`config.mk`:
```
export PLATFORM = sky130hd
export DESIGN_NAME = rtc_set_sequencer
export DESIGN_NICKNAME = d
export VERILOG_FILES = /design/src/rtl/rtc_set_sequencer.sv
export SDC_FILE = /design/constraint.sdc
export NUM_CORES = 1
export LEC_CHECK = 0
export CORE_MARGIN = 2
export CORE_UTILIZATION = 25
export CTS_BUF_LIST = sky130_fd_sc_hd__clkbuf_8 sky130_fd_sc_hd__clkbuf_16
export CTS_CLUSTER_SIZE = 14
export DETAILED_ROUTE_END_ITERATION = 6
export MAX_ROUTING_LAYER = met4
export PLACE_DENSITY = 0.51
export SLEW_MARGIN = 10
export SYNTH_ARGS = -nofsm -noshare
export SYNTH_HDL_FRONTEND = slang
export SYNTH_SLANG_ARGS = --single-unit
```
`constraint.sdc`:
```
create_clock -name clk_i -period 1.95 [get_ports clk_i]
set_clock_uncertainty 0.2 [all_clocks]
set_input_delay 0.2925 -clock clk_i [delete_from_list [all_inputs] [get_ports clk_i]]
set_output_delay 0.2925 -clock clk_i [all_outputs]
set_load 0.02 [all_outputs]
```
`src/rtl/rtc_set_sequencer.sv`:
```
// Host-side sequencer that turns one set-time or clear request into the rtc_clock
// command sequence, with an optional idle gap between consecutive commands.
module rtc_set_sequencer #(
  parameter int GAP_CYCLES = 0
) (
  input  logic       clk_i,
  input  logic       srst_i,
  input  logic       req_valid_i,
  output logic       req_ready_o,
  input  logic       req_clear_i,
  input  logic [4:0] req_hours_i,
  input  logic [5:0] req_minutes_i,
  input  logic [5:0] req_seconds_i,
  input  logic [9:0] req_ms_i,
  output logic       cmd_valid_o,
  output logic [2:0] cmd_type_o,
  output logic [9:0] cmd_data_o,
  output logic       busy_o,
  output logic       done_o,
  output logic       err_o
);

  typedef enum logic [3:0] {
    IDLE, CMD_RST, CMD_H, CMD_M, CMD_S, CMD_MS, GAP, DONE, ERR
  } state_t;

  state_t     state, state_nxt, ret_q, ret_nxt, follow;
  logic [4:0] hours_q;
  logic [5:0] minutes_q, seconds_q;
  logic [9:0] ms_q;
  logic [3:0] gap_cnt, gap_cnt_nxt;
  logic       accept, fields_bad, is_cmd;
  logic [4:0] hours_src;

  logic       cmd_valid_nxt, busy_nxt, done_nxt, err_nxt;
  logic [2:0] cmd_type_nxt;
  logic [9:0] cmd_data_nxt;

  assign req_ready_o = (state == IDLE) && !srst_i;
  assign accept      = req_valid_i && req_ready_o;
  assign fields_bad  = (req_hours_i > 5'd23) || (req_minutes_i > 6'd59) ||
                       (req_seconds_i > 6'd59) || (req_ms_i > 10'd999);

  // Every command state hands over to its successor, optionally through GAP.
  always_comb begin
    state_nxt   = state;
    ret_nxt     = ret_q;
    gap_cnt_nxt = gap_cnt;
    follow      = IDLE;
    is_cmd      = 1'b0;
    case (state)
      IDLE: begin
        if (accept) begin
          if (req_clear_i)     state_nxt = CMD_RST;
          else if (fields_bad) state_nxt = ERR;
          else                 state_nxt = CMD_H;
        end
      end
      CMD_RST: begin follow = DONE;   is_cmd = 1'b1; end
      CMD_H:   begin follow = CMD_M;  is_cmd = 1'b1; end
      CMD_M:   begin follow = CMD_S;  is_cmd = 1'b1; end
      CMD_S:   begin follow = CMD_MS; is_cmd = 1'b1; end
      CMD_MS:  begin follow = DONE;   is_cmd = 1'b1; end
      GAP: begin
        if (gap_cnt == 4'd0) state_nxt = ret_q;
        else                 gap_cnt_nxt = gap_cnt - 4'd1;
      end
      DONE:    state_nxt = IDLE;
      ERR:     state_nxt = IDLE;
      default: state_nxt = IDLE;
    endcase
    if (is_cmd) begin
      if (GAP_CYCLES > 0) begin
        state_nxt   = GAP;
        ret_nxt     = follow;
        gap_cnt_nxt = 4'(GAP_CYCLES - 1);
      end else begin
        state_nxt = follow;
      end
    end
  end

  // Outputs are registered, so decode them from the state being entered. The
  // hours field is still on the request bus on the accept edge.
  assign hours_src = (state == IDLE) ? req_hours_i : hours_q;

  always_comb begin
    cmd_valid_nxt = 1'b0;
    cmd_type_nxt  = 3'd0;
    cmd_data_nxt  = 10'd0;
    busy_nxt      = (state_nxt != IDLE);
    done_nxt      = (state_nxt == DONE);
    err_nxt       = (state_nxt == ERR);
    case (state_nxt)
      CMD_RST: cmd_valid_nxt = 1'b1;
      CMD_H: begin
        cmd_valid_nxt = 1'b1;
        cmd_type_nxt  = 3'd1;
        cmd_data_nxt  = {5'd0, hours_src};
      end
      CMD_M: begin
        cmd_valid_nxt = 1'b1;
        cmd_type_nxt  = 3'd2;
        cmd_data_nxt  = {4'd0, minutes_q};
      end
      CMD_S: begin
        cmd_valid_nxt = 1'b1;
        cmd_type_nxt  = 3'd3;
        cmd_data_nxt  = {4'd0, seconds_q};
      end
      CMD_MS: begin
        cmd_valid_nxt = 1'b1;
        cmd_type_nxt  = 3'd4;
        cmd_data_nxt  = ms_q;
      end
      default: ;
    endcase
  end

  always_ff @(posedge clk_i) begin
    if (srst_i) begin
      state       <= IDLE;
      ret_q       <= IDLE;
      gap_cnt     <= 4'd0;
      hours_q     <= 5'd0;
      minutes_q   <= 6'd0;
      seconds_q   <= 6'd0;
      ms_q        <= 10'd0;
      cmd_valid_o <= 1'b0;
      cmd_type_o  <= 3'd0;
      cmd_data_o  <= 10'd0;
      busy_o      <= 1'b0;
      done_o      <= 1'b0;
      err_o       <= 1'b0;
    end else begin
      state       <= state_nxt;
      ret_q       <= ret_nxt;
      gap_cnt     <= gap_cnt_nxt;
      cmd_valid_o <= cmd_valid_nxt;
      cmd_type_o  <= cmd_type_nxt;
      cmd_data_o  <= cmd_data_nxt;
      busy_o      <= busy_nxt;
      done_o      <= done_nxt;
      err_o       <= err_nxt;
      if (accept) begin
        hours_q   <= req_hours_i;
        minutes_q <= req_minutes_i;
        seconds_q <= req_seconds_i;
        ms_q      <= req_ms_i;
      end
    end
  end

endmodule
```
==> reports/qor.yml <==
critPathCaptureType: "register"
clk_latency_ns: 0.30
leakagePower_nw: 1.17
layout_commonest_cell: "dfxtp_1"
final_util: 0.357
finalWorstSetupSlack_ns: 0.131
cts_resized: 3
antenna_found_initial: 0
synth_nets: 281
cpMaxStageDelayCell: "a311o_1"
worstSetupStartpoint: "gap_cnt[0]$_SDFFE_PP0P_"
clk_pin_slew_worst_paths_ns: 0.10
p_int_mw: 2.20
worst-path-stages: 6
final_cell_mix: "51 x dfxtp_1, 47 x clkdlybuf4s50_1, 29 x nand2b_1, 28 x nand2_1, 28 x buf_4"
cp-start-kind: "register"
wire_per_inst_um: 13.3
first_pass_iters: 4
ys_seq_area_frac: 0.462
drc_errors: 0
grt_usage: 0.121
min_path_type: "reg -> reg"
initial_core_util: 0.258
switchingPower_mw: 1.05
cts_tree: "done"
drive_above_1_share: 0.196
required_ns: 1.98
post-route-min-period_ns: 1.82
reg2reg_from: "gap_cnt[0]$_SDFFE_PP0P_"
cts_root_buf: "clkbuf_8"
ys_types: 37
dp_hpwl_um: 4180
via_per_inst: 4.62
finalMaxSlewViolations: 0
power.share.clock: 0.233
htreeDepth: 2
rows: 34
grt_pass1_vias: 1996
gr-total-overflow: 0
slew_headroom: 0.703
synth_warnings: 0
seqPwrFrac: 0.413
powerDensity_nw_per_um2: 1040
clock_path_buffers: 2
ctsHoldBuffers: 0
ff2ff_path_depth: 6
max_stage_delay_ns: 0.37
synthesis.area_um2: 2250
setup_violations: 0
min_period_over_period: 0.933
cp_max_fo: 6
port_buffers: 48
grt_pass1_wl_um: 9360
crit_chain: "inv_1 -> ha_1 -> or3b_4 -> nand2b_1 -> a311o_1 -> a211oi_1"
combPwrFrac: 0.354
die-area_um2: 9790
hold_viol_final: 0
status: "complete, no violations"
routed_wl_um: 5660
synth_cells: 249
numCtsBuffers: 5
critPathArrivalTime_ns: 1.85
r2r_setup_slack_ns: 0.13
die_x_um: 98.9
gp_congestion: 0.816
die_y_um: 98.9
cpLargestDelayFamily: "compound AO/OA/AOI/OAI gates"
diodes: 0
swShare: 0.323
num_vias: 1963
final_nets: 348
holdWs_ns: 0.265
syn_area_per_cell_um2: 9.05
crit_buf_inv: 1
rsz0062_at_grt: "false"
ys_seq_elements: 52
ant_nets: 0
drt_iter0_drc: 65
drv_cap: 0
fmax_ghz: 0.550
cts.sinks: 52
crit_type: "reg -> reg"
crit_path_end: "done_o$_SDFF_PP0_"
post_cts_buffers: 0
syn_to_final_growth_pct: 38.3
ioPinCount: 49
tightestPinTransition_ns: 0.444
r2r-end: "done_o$_SDFF_PP0_"
grt_max_degree: 25
peakVddDrop_mv: 0.355
coreArea_um2: 8720
post-place-ws_ns: -0.185
-- state kept, by name, indices dropped and copies added, names as in the netlist, 3 cells and up --
register	flops
cmd_data_o	10
cmd_type_o	3
gap_cnt	4
hours_q	5
minutes_q	6
ms_q	10
seconds_q	6
state	4
-- Yosys cell counts, drive strengths merged --
cell,n,share of area
a2111oi,1,0.012
a211oi,2,0.0067
a21oi,10,0.022
a311o,2,0.0089
a31oi,1,0.0028
a32oi,6,0.023
and2,5,0.014
and3,4,0.011
and4,3,0.012
buf,7,0.022
clkbuf,9,0.016
dfxtp,52,0.46
ha,1,0.0056
inv,5,0.0083
mux2,11,0.055
nand2,28,0.047
nand2b,29,0.081
nand3,1,0.0022
nand3b,1,0.0033
nand4,7,0.019
nor2,10,0.017
nor2b,5,0.014
nor3,4,0.0089
nor4,1,0.0094
o2111ai,1,0.0039
o211a,2,0.0089
o21a,2,0.0067
o21ai,27,0.060
o21bai,1,0.0033
o22ai,1,0.0028
or2,6,0.017
or3b,1,0.0039
xnor2,1,0.0039
xor2,2,0.0078
-- layout make-up --
cell class	instances	area (um2)
Fill cell	921	5600
Multi-Input combinational cell	176	1120
Timing Repair Buffer	76	686
Clock buffer	5	68.8
Sequential cell	52	1040
Inverter	5	18.8
Tap cell	108	135
Clock inverter	3	42.5
-- worst register-to-register path, stage by stage (launching register included) --
cell	delay, ns
dfxtp_2	0.36
inv_1	0.05
ha_1	0.21
or3b_4	0.27
nand2b_1	0.08
a311o_1	0.37
a211oi_1	0.21
-- logic make-up (layout without fill, tap and decap cells) --
| logic type | count (synthesis) | in the layout | share of synthesized area |
|---|---|---|---|
| DFF | 52 | 52 | 0.462 |
| AOI/OAI and AO/OA | 56 | 56 | 0.162 |
| muxes | 11 | 11 | 0.0550 |
| xor gates and xnor gates | 3 | 3 | 0.0117 |
| buffers and inverters | 21 | 89 | 0.0461 |
| and+or+nand+nor | 105 | 105 | 0.258 |
| adders and majority gates | 1 | 1 | 0.00555 |
-- worst min-delay path by stage --
stage                         start                       end  slack, ns  cells past startpoint
6_report       ms_q[7]$_SDFFE_PP0P_  cmd_data_o[7]$_SDFF_PP0_       0.27                      1
5_1_grt        ms_q[6]$_SDFFE_PP0P_  cmd_data_o[6]$_SDFF_PP0_       0.29                      1
4_1_cts        ms_q[7]$_SDFFE_PP0P_  cmd_data_o[7]$_SDFF_PP0_       0.27                      1
3_5_place_dp   ms_q[7]$_SDFFE_PP0P_  cmd_data_o[7]$_SDFF_PP0_       0.24                      1
3_3_place_gp   ms_q[9]$_SDFFE_PP0P_  cmd_data_o[9]$_SDFF_PP0_       0.24                      1
2_1_floorplan        req_hours_i[0]   hours_q[0]$_SDFFE_PP0P_       0.20                      2
-- per-stage QoR --
| step | area, um2 | instances | setup TNS [ns] | power (mW) |
|---|---|---|---|---|
| 2_1_floorplan | 2250 | 249 | 0 | 2.07 |
| 6_report | 3120 | 425 | 0 | 3.24 |
| 3_5_place_dp | 3000 | 417 | -1.06 | 2.51 |
| 5_1_grt | 3120 | 425 | 0 | 3.45 |
| 4_1_cts | 3110 | 425 | 0 | 3.27 |
| 3_3_place_gp | 3000 | 417 | -0.397 | 2.50 |
-- power by group through the flow --
stage	Combinational, mW	Sequential (mW)	Clock (mW)
global placement	1.13	1.37	0
detailed placement	1.14	1.37	0
global route	1.26	1.36	0.821
CTS	1.14	1.34	0.780
floorplan	0.661	1.41	0
finish	1.15	1.34	0.755
-- routing by layer --
| layer | vias up | GRT usage | routed length, um |
|---|---|---|---|
| met5 | - | - | 0 |
| met4 | 0 | 0.0232 | 0 |
| met3 | 0 | 0.0262 | 189 |
| met2 | 39 | 0.199 | 2790 |
| met1 | 932 | 0.156 | 2690 |
| li1 | 992 | - | - |
Note: power is estimated with default switching activity, not from simulation.
